`src/rtl/sam_dmem_pkg.sv`:
```
// Shared types and defaults for the sam_dmem_resp data-memory responder.
package sam_dmem_pkg;

    localparam int unsigned SAM_DMEM_DEPTH       = 32;
    localparam int unsigned SAM_DMEM_WAIT_CYCLES = 1;

    // Index width for a given word count; a single-word array still needs one bit.
    function automatic int unsigned sam_dmem_idx_w(input int unsigned depth);
        return (depth > 1) ? $clog2(depth) : 1;
    endfunction

    localparam int unsigned SAM_DMEM_IDX_W = sam_dmem_idx_w(SAM_DMEM_DEPTH);

    typedef enum logic [1:0] {
        IDLE = 2'd0,
        BUSY = 2'd1,
        RESP = 2'd2
    } dmem_state_e;

endpackage

```
`src/rtl/sam_dmem_resp_if.sv`:
```
// Request/response handshake bundle between an initiator (master) and
// the data-memory responder (slave).
interface sam_dmem_resp_if;

    logic        req_valid;
    logic        req_ready;
    logic        req_we;
    logic [31:0] req_addr;
    logic [31:0] req_wdata;
    logic        rsp_valid;
    logic        rsp_ready;
    logic [31:0] rsp_rdata;
    logic        rsp_err;

    modport master (
        output req_valid, req_we, req_addr, req_wdata, rsp_ready,
        input  req_ready, rsp_valid, rsp_rdata, rsp_err
    );

    modport slave (
        input  req_valid, req_we, req_addr, req_wdata, rsp_ready,
        output req_ready, rsp_valid, rsp_rdata, rsp_err
    );

endinterface

```
`src/rtl/sam_dmem_array.sv`:
```
// Word storage for sam_dmem_resp: synchronous write port and a registered
// read port. Storage is never reset; only the read register is.
module sam_dmem_array #(
    parameter int unsigned DEPTH = 32,
    parameter int unsigned IDX_W = 5
) (
    input  logic             clk,
    input  logic             RN,
    input  logic             we,
    input  logic             re,
    input  logic             clr,
    input  logic [IDX_W-1:0] idx,
    input  logic [31:0]      wdata,
    output logic [31:0]      rdata
);

    logic [31:0] mem [DEPTH];

    // Synchronous write; contents persist across reset.
    always_ff @(posedge clk) begin
        if (we) begin
            mem[idx] <= wdata;
        end
    end

    // Registered read; cleared for stores/errors so the response carries 0.
    always_ff @(posedge clk or negedge RN) begin
        if (!RN) begin
            rdata <= '0;
        end else if (clr) begin
            rdata <= '0;
        end else if (re) begin
            rdata <= mem[idx];
        end
    end

endmodule

```
`src/rtl/sam_dmem_resp.sv`:
```
// Data-memory responder: accepts one load/store at a time, inserts
// WAIT_CYCLES wait states, then holds the response until it is taken.
// Optional feature: define SAM_DMEM_RANGE_CHECK_EN to flag addr >= DEPTH
// as an error instead of wrapping the address.
module sam_dmem_resp
    import sam_dmem_pkg::*;
#(
    parameter int unsigned DEPTH       = SAM_DMEM_DEPTH,
    parameter int unsigned WAIT_CYCLES = SAM_DMEM_WAIT_CYCLES
) (
    input  logic             clk,
    input  logic             RN,
    sam_dmem_resp_if.slave   bus
);

    localparam int unsigned IDX_W = sam_dmem_idx_w(DEPTH);

    dmem_state_e      state_q, state_d;
    logic [3:0]       cnt_q;
    logic             rdy_q;
    logic             we_q;
    logic [IDX_W-1:0] idx_q;
    logic [31:0]      wdata_q;
    logic             accept;
    logic             do_op;
    logic             op_ok;
    logic             arr_we;
    logic             arr_re;
    logic             arr_clr;

    assign accept = (state_q == IDLE) && rdy_q && bus.req_valid;
    assign do_op  = (state_q == BUSY) && (cnt_q == '0);

`ifdef SAM_DMEM_RANGE_CHECK_EN
    logic oor_q;
    logic err_q;

    // Range is judged at accept so the full address need not be kept.
    always_ff @(posedge clk or negedge RN) begin
        if (!RN) begin
            oor_q <= 1'b0;
            err_q <= 1'b0;
        end else begin
            if (accept) begin
                oor_q <= (bus.req_addr >= DEPTH);
            end
            if (do_op) begin
                err_q <= oor_q;
            end
        end
    end

    assign op_ok       = !oor_q;
    assign bus.rsp_err = err_q;
`else
    logic unused_addr_hi;

    // Upper address bits are deliberately dropped: accesses wrap modulo 2**IDX_W.
    assign unused_addr_hi = ^bus.req_addr[31:IDX_W];
    assign op_ok          = 1'b1;
    assign bus.rsp_err    = 1'b0;
`endif

    assign arr_we  = do_op && we_q && op_ok;
    assign arr_re  = do_op && !we_q && op_ok;
    assign arr_clr = do_op && !arr_re;

    // Next-state: IDLE -> BUSY on accept, BUSY -> RESP when the wait count expires,
    // RESP -> IDLE when the response is taken.
    always_comb begin
        state_d = state_q;
        unique case (state_q)
            IDLE:    if (accept)        state_d = BUSY;
            BUSY:    if (cnt_q == '0)   state_d = RESP;
            RESP:    if (bus.rsp_ready) state_d = IDLE;
            default:                    state_d = IDLE;
        endcase
    end

    // State, wait counter and captured request; req_ready is registered so it
    // stays low during reset and rises on the first edge afterwards.
    always_ff @(posedge clk or negedge RN) begin
        if (!RN) begin
            state_q <= IDLE;
            cnt_q   <= '0;
            rdy_q   <= 1'b0;
            we_q    <= 1'b0;
            idx_q   <= '0;
            wdata_q <= '0;
        end else begin
            state_q <= state_d;
            rdy_q   <= (state_d == IDLE);
            if (accept) begin
                cnt_q   <= 4'(WAIT_CYCLES);
                we_q    <= bus.req_we;
                idx_q   <= bus.req_addr[IDX_W-1:0];
                wdata_q <= bus.req_wdata;
            end else if ((state_q == BUSY) && (cnt_q != '0)) begin
                cnt_q <= cnt_q - 4'd1;
            end
        end
    end

    assign bus.req_ready = rdy_q;
    assign bus.rsp_valid = (state_q == RESP);

    sam_dmem_array #(
        .DEPTH (DEPTH),
        .IDX_W (IDX_W)
    ) u_array (
        .clk   (clk),
        .RN    (RN),
        .we    (arr_we),
        .re    (arr_re),
        .clr   (arr_clr),
        .idx   (idx_q),
        .wdata (wdata_q),
        .rdata (bus.rsp_rdata)
    );

endmodule

```
`src/flat_wrapper.sv`:
```
// flat-port wrapper written by rule: the top's interface ports become plain ports
module sam_dmem_resp_flat import sam_dmem_pkg::*;
#(
    parameter int unsigned DEPTH       = SAM_DMEM_DEPTH,
    parameter int unsigned WAIT_CYCLES = SAM_DMEM_WAIT_CYCLES
)
  (clk, RN, bus_req_valid, bus_req_we, bus_req_addr, bus_req_wdata, bus_rsp_ready, bus_req_ready, bus_rsp_valid, bus_rsp_rdata, bus_rsp_err);
  sam_dmem_resp_if bus_i ();
  input  logic clk;
  input  logic RN;
  input wire logic [$bits(bus_i.req_valid)-1:0] bus_req_valid;
  input wire logic [$bits(bus_i.req_we)-1:0] bus_req_we;
  input wire logic [$bits(bus_i.req_addr)-1:0] bus_req_addr;
  input wire logic [$bits(bus_i.req_wdata)-1:0] bus_req_wdata;
  input wire logic [$bits(bus_i.rsp_ready)-1:0] bus_rsp_ready;
  output wire logic [$bits(bus_i.req_ready)-1:0] bus_req_ready;
  output wire logic [$bits(bus_i.rsp_valid)-1:0] bus_rsp_valid;
  output wire logic [$bits(bus_i.rsp_rdata)-1:0] bus_rsp_rdata;
  output wire logic [$bits(bus_i.rsp_err)-1:0] bus_rsp_err;
  assign bus_i.req_valid = bus_req_valid;
  assign bus_i.req_we = bus_req_we;
  assign bus_i.req_addr = bus_req_addr;
  assign bus_i.req_wdata = bus_req_wdata;
  assign bus_i.rsp_ready = bus_rsp_ready;
  assign bus_req_ready = bus_i.req_ready;
  assign bus_rsp_valid = bus_i.rsp_valid;
  assign bus_rsp_rdata = bus_i.rsp_rdata;
  assign bus_rsp_err = bus_i.rsp_err;
  sam_dmem_resp #(.DEPTH(DEPTH), .WAIT_CYCLES(WAIT_CYCLES)) u_core (.clk(clk), .RN(RN), .bus(bus_i));
endmodule
```
`config.mk`:
```
export PLATFORM = sky130hd
export DESIGN_NAME = sam_dmem_resp_flat
export DESIGN_NICKNAME = d
export VERILOG_FILES = /design/src/rtl/sam_dmem_pkg.sv /design/src/rtl/sam_dmem_resp_if.sv /design/src/rtl/sam_dmem_array.sv /design/src/rtl/sam_dmem_resp.sv /design/src/flat_wrapper.sv
export SDC_FILE = /design/constraint.sdc
export NUM_CORES = 1
export LEC_CHECK = 0
export BUFFER_PORTS_ARGS = -buffer_cell sky130_fd_sc_hd__buf_2
export CAP_MARGIN = 30
export CORE_MARGIN = 2
export CORE_UTILIZATION = 50
export DETAILED_ROUTE_END_ITERATION = 10
export GPL_ROUTABILITY_DRIVEN = 1
export MAX_ROUTING_LAYER = met4
export PLACE_DENSITY_LB_ADDON = 0.08
export SYNTH_ARGS = -nofsm -noshare
export SYNTH_HDL_FRONTEND = slang
export SYNTH_SLANG_ARGS = --single-unit
```
`constraint.sdc`:
```
create_clock -name clk -period 3.2 [get_ports clk]
set_input_delay 0.16 -clock clk [delete_from_list [all_inputs] [get_ports clk]]
set_output_delay 0.16 -clock clk [all_outputs]
set_load 0.01 [all_outputs]
```
## Yosys cells after proc, flatten, opt, wreduce, memory -nomap -nowiden

Memories as Yosys holds them, arrays and structs flattened.
Index checks and enable logic that the tools add are counted.

| storage, ports and cells | value |
|---|---|
| logic and storage cells | 36 |
| memory bits (writable) | 1,024 |
| memories | 1 |
| register bits | 77 |
| output and inout bits | 35 |
| input bits | 69 |

| cells by class | value |
|---|---|
| reduce and logical (&&, ||, !) cells | 15 |
| mux-type cells | 10 |
| add/subtract/negate cells | 1 |
| equal/unequal tests | 2 |

Memories:

| name | words | bits a word | rd ports | clocked after memory_dff | wr ports | line | source |
|---|---|---|---|---|---|---|---|
| u_core.u_array.mem | 32 | 32 | 1 | 0 | 1 | sam_dmem_array.sv:17 | `logic [31:0] mem [DEPTH];` |

Operator list:

| kind | number |
|---|---|
| 2-to-1 mux 32 bit | 2 |
| 2-to-1 mux 4 bit | 2 |
| logical AND 1 bit | 7 |
| 2-to-1 mux 2 bit | 3 |
| one-hot mux 2 bit (3 select lines) | 1 |
| zero test 2 bit | 2 |
| zero test 4 bit | 1 |
| nonzero test 2 bit | 2 |
| nonzero test 4 bit | 1 |
| subtractor 4 x 1 -> 4 bit, second input constant | 1 |
| == test 2 x 1 -> 1 bit, second input constant | 1 |
| == test 2 bit, second input constant | 1 |
| zero test 1 bit | 2 |
| 2-to-1 mux 1 bit | 2 |

## Longest topological paths before layout

| depth | value |
|---|---|
| depth in word-level cells | 6 |
| depth in mapped cells | 9 |
| mapped depth without buffers | 7 |

## By module

Synthesis repeated with hierarchy kept, for this count alone.

| unflattened totals | value |
|---|---|
| cells, all modules | 2,274 |
| area, all modules | 42,179.2 sq um |

Modules (own cells, without submodules):

| module | area an instance (sq um) | cells an instance | instances |
|---|---|---|---|
| sam_dmem_array | 40,173.5 | 2,149 | 1 |
| sam_dmem_resp | 2,005.7 | 125 | 1 |

## Least setup slack after synthesis

OpenSTA, ideal clock, no wires.

| path | value |
|---|---|
| kind | register -> register |
| start | register u_core.cnt_q[0] |
| end | memory u_core.u_array.mem[12][0] (enable) |
| arrival time | 2.786 ns |
| period minus slack after synthesis | 3.207 ns |
| path buffers | 0 |
| stages on the path, launching flop included | 7 |
| data required time | 2.779 ns |
| slack | -0.007 ns |
| cells stage by stage | dfrtp_1 -> inv_1 -> ha_1 -> or3b_2 -> nor2_1 -> nand3_1 -> nor2_1 |

| on the way | value |
|---|---|
| word-level cells in the longest chain between the ends | 5 |

RTL lines:

| element | line | source |
|---|---|---|
| start, declared | sam_dmem_resp.sv:19 | `logic [3:0] cnt_q;` |
| start signal, assigned | sam_dmem_resp.sv:94 | `cnt_q <= 4'(WAIT_CYCLES);` |
| start signal, assigned | sam_dmem_resp.sv:99 | `cnt_q <= cnt_q - 4'd1;` |
| zero test 4 bit | sam_dmem_resp.sv:32 | `assign do_op = (state_q == BUSY) && (cnt_q == '0);` |
| logical AND 1 bit | sam_dmem_resp.sv:32 |  |
| logical AND 1 bit | sam_dmem_resp.sv:64 | `assign arr_we = do_op && we_q && op_ok;` |
| 2-to-1 mux 1 bit | sam_dmem_array.sv:21 | `if (we) begin` |
| 2-to-1 mux 1 bit (not written as such) | sam_dmem_array.sv:22 | `mem[idx] <= wdata;` |
| end, declared | sam_dmem_array.sv:17 |  |

No other way between the ends.

## Worst setup path in the final report

| path | value |
|---|---|
| start | register u_core.idx_q[3] |
| end | register u_core.u_array.rdata[18] |

| on the way | value |
|---|---|
| word-level cells in the longest chain between the ends | 3 |

RTL lines:

| element | line | source |
|---|---|---|
| start, declared | sam_dmem_resp.sv:22 | `logic [IDX_W-1:0] idx_q;` |
| start signal, assigned | sam_dmem_resp.sv:96 | `idx_q <= bus.req_addr[IDX_W-1:0];` |
| memory read (32 x 32 bit) | - |  |
| 2-to-1 mux 32 bit | sam_dmem_array.sv:32 | `end else if (re) begin` |
| 2-to-1 mux 32 bit | sam_dmem_array.sv:30 | `end else if (clr) begin` |
| end signal, assigned | sam_dmem_array.sv:33 | `rdata <= mem[idx];` |
| end, declared | sam_dmem_array.sv:14 | `output logic [31:0] rdata` |

No other way between the ends. The select of a mux whose other input is x is not followed.
A chain may end at the register's enable or synchronous reset.

==> impl_results.md <==
- Status: finished, final reports clean
- Area grow syn2layout: 16.59%
- Initial antenna violation count: 2
- Slew HR: 0.2817
- P_sw: between 10 and 15 mW
- Final layout net count: between 2k and 3k
- Clk pwr share: 0.281
- Layout cell share with drive strength beyond 1: 0.1770
- Mapped Cells: ~2.3k
- Post-synth cell types: 37
- Worst vdd ir: roughly 0.52 mV
- M1 GR Usage: 0.3349
- Synth warn: 0
- Crit path kind: flip-flop to flip-flop
- Routing usage on met3: 0.03278
- HP Class: input port to asynchronous set/reset pin
- WP buf/inv: 1
- Crit path cell chain: nand4bb_2, buf_12, o22ai_1, nor4_1, nand2_1, a22o_1
- Mapped Area: between 40000 and 50000 um^2
- Vias in the first global route: 21.90k
- CP Data Arrival Time: about 3.4 ns
- Flop pwr share: 0.459
- Sequential cell area: between 30000 and 40000 um^2
- DRT Pass-1 Iters: 5
- Setup crit start kind: flip-flop
- CP Data Required Time: 3.75 ns
- DP Area: roughly 45000 um^2
- Number of buffers created by CTS: 110
- DRT iter0 DRCs: between 2k and 2.5k
- Post-synth net total: between 2k and 2.5k
- Cells after DPL: ~3.4k
- Sink Count: roughly 1.1k
- Crit-path max FO: 17
- Row cnt: ~110
- H-tree depth: 3
- Final WL: about 100 mm
- First-pass GRT wire length: about 150 mm
- Delay-heaviest family, CP: simple AND/OR/NAND/NOR gates
- CTS Buffer Depth: 3
- Post-synth EDFFs: ~1.0k
- DRT antenna net count: 0
- Vias: between 20k and 25k
- Syn avg cell area: ~18 um^2
- Largest net degree at the start of global routing: between 50 and 60
- Dpl hpwl: roughly 58 mm
- Skew final: 0.02613 ns
- Tcrit/Tclk final: 0.8946
- Crit path largest cell delay: roughly 0.69 ns
- Internal power: 29.94 mW
- Slew @ Worst Pin: about 1.1 ns
- Final Instance Area: ~49000 um^2
- I/O pins: roughly 100
- Reg clk slew, reported paths: around 0.060 ns
- Final Hold Viols: 0
- Comb pwr share: 0.260
- Max Slew Vio Count: 0
- Leakage power: around 17 nW
- Power density over the cells: around 880 nW/um^2
- DIE WIDTH: ~300 um
- Gpl congestion: roughly 0.81
- Met2 usage in global routing: 0.3968
- Initial Utilization: 0.5029
- Switching part of the total: 0.3057
- Min cycle time layout: about 2.9 ns
- Grt ovf: 0
- Die ar.: 86250 um^2
- RSZ-0062 raised after global routing: false
- Top FF cell, synth: edfxtp_1
- Max-Cap Viols: 0
- # DRC: 0
- Fillers: 6178
- Vias/cell: roughly 5.9
- CTS tree: done
- Worst Setup End Kind: flip-flop
- Routed WL per cell: between 20 and 30 um
- Sequential share of the synthesized area: 0.7788
- Worst path slowest cell: nand4bb_2
- Area of the multi-input gates: approximately 8800 um^2
- # setup viols final: 0
- Number of I/O port buffers: 75
- CORE AREA: about 83000 um^2
- Async S/R FF share, synth: 0.06994
- Hold_ws: ~0.13 ns
- Final Non-Filler Cells: between 3k and 4k
- Util after Layout: 0.5864
- FF+latch count, synth: between 1k and 1.5k
- Clk root buf: clkbuf_16
- Die height: 293.7 um
- FMAX: between 0.3 and 0.4 GHz
- Clock latency on the worst-skew pair: around 0.67 ns
- Tot GR Track Use: 0.2465
- Most Crowded Layer GR: met2
## stage by stage
step           total power, mW  TNS [ns]  worst slack, ns
6_report                 43.13         0           0.3373
4_1_cts                  43.03         0           0.3642
3_3_place_gp             30.44         0           0.4126
2_1_floorplan            26.13    -3.612        -0.007054
3_5_place_dp             30.93         0           0.3903
5_1_grt                  44.73         0           0.2254
## synth_stat cells, drive strengths merged (2+ instances only)
cell type  number  area, um^2
buf           112       666.9
inv             3       11.26
edfxtp       1024       30750
nor4           65       406.6
mux2           38       427.9
o21ai           2       10.01
mux2i         512        5125
nand2b          5       31.28
or4b            4       43.79
dfrtp          77        1927
ha              2       25.02
nand4bb         6       67.56
o22ai         256        1602
clkbuf         27       102.6
nand3           4       20.02
nor3b           2       15.01
nand2          43       161.4
a22o           32       280.3
nand4b          4       47.55
nor2           42       157.7
## worst paths after layout
| path | from | endpoint | slack, ns | depth (start not counted) |
|---|---|---|---|---|
| setup / recovery | u_core.idx_q[3] | u_core.u_array.rdata[18] | 0.34 | 6 |
| hold / removal | RN | u_core.wdata_q[26] | 0.13 | 2 |
| max in group asynchronous | RN | u_core.wdata_q[15] | 2.23 | 3 |
| setup reg to reg | u_core.idx_q[3] | u_core.u_array.rdata[18] | 0.34 | 6 |
| hold reg to reg | u_core.cnt_q[0] | u_core.cnt_q[0] | 0.50 | 1 |
| min in group clk | bus_req_wdata[19] | u_core.wdata_q[19] | 0.26 | 3 |
## sequential cells by signal, indices dropped and copies added, names as in the netlist
signal,cells
u_core.u_array.mem,1024
u_core.wdata_q,32
u_core.idx_q,5
u_core.state_q,2
u_core.u_array.rdata,32
u_core.bus.req_ready,1
u_core.cnt_q,4
u_core.we_q,1
## layout by cell type, fill, tap and decap left out, types with 4 or more instances in the layout
cell           netlist  layout
nor2_4               0      33
buf_4               10      95
nand3_1              4       4
buf_16               0      15
buf_12               0      39
o22ai_1            256     256
mux2i_1            512     512
clkinv_2             0      20
nand2_1             43      42
bufinv_16            0       4
buf_2               89      74
clkbuf_8             0       6
nand2b_1             5       5
a22o_1              32      32
dfrtp_1             77      76
dlygate4sd3_1        0      40
clkbuf_16            0     113
clkbuf_1            26      41
nor2_1              42       9
mux2_2              38      38
nand4bb_2            0       6
edfxtp_1          1024    1024
clkinv_1             0      18
inv_6                0       4
nor4_1              65      65
## per-layer routing
layer	part of all wire	vias up
met5	0	-
met4	0.025	0
met3	0.060	171
met2	0.48	697
met1	0.43	11240
li1	-	9672
## final cells by class
cell class                      count  area share
Sequential cell                  1101      0.6681
Timing Repair Buffer              264     0.05504
Clock inverter                     47    0.006752
Multi-Input combinational cell   1029      0.1796
Tap cell                         1080     0.02762
Antenna cell                        1  0.00005115
Inverter                            3   0.0002302
Clock buffer                      160     0.06264
## cells by family after synthesis
kind of cell | Yosys count | share of synthesized area
compound gates | 291 | 0.04521
mux | 550 | 0.1323
flops | 1101 | 0.7788
simple gates | 183 | 0.02392
other cells | 1 | 0.00008938
xor+xnor | 2 | 0.0004176
fa+ha+maj | 2 | 0.0005963
buf+inv | 142 | 0.01861
## power groups by stage
stage / logic [mW] / registers [mW] / clock network (mW)
2_1_floorplan: 6.38 / 19.7 / 0
3_3_place_gp: 9.74 / 20.7 / 0
3_5_place_dp: 10.3 / 20.6 / 0
4_1_cts: 10.4 / 20.3 / 12.3
5_1_grt: 11.9 / 20.0 / 12.9
6_report: 11.2 / 19.8 / 12.1
## timing repair
item | 4_1_cts | 5_1_grt
hold buffers | 40 | 0
endpoints found under the hold margin | 95 | 0
resized for setup | 0 | 0
buffers inserted | 0 | 0
(Power assumes the default switching activity.)
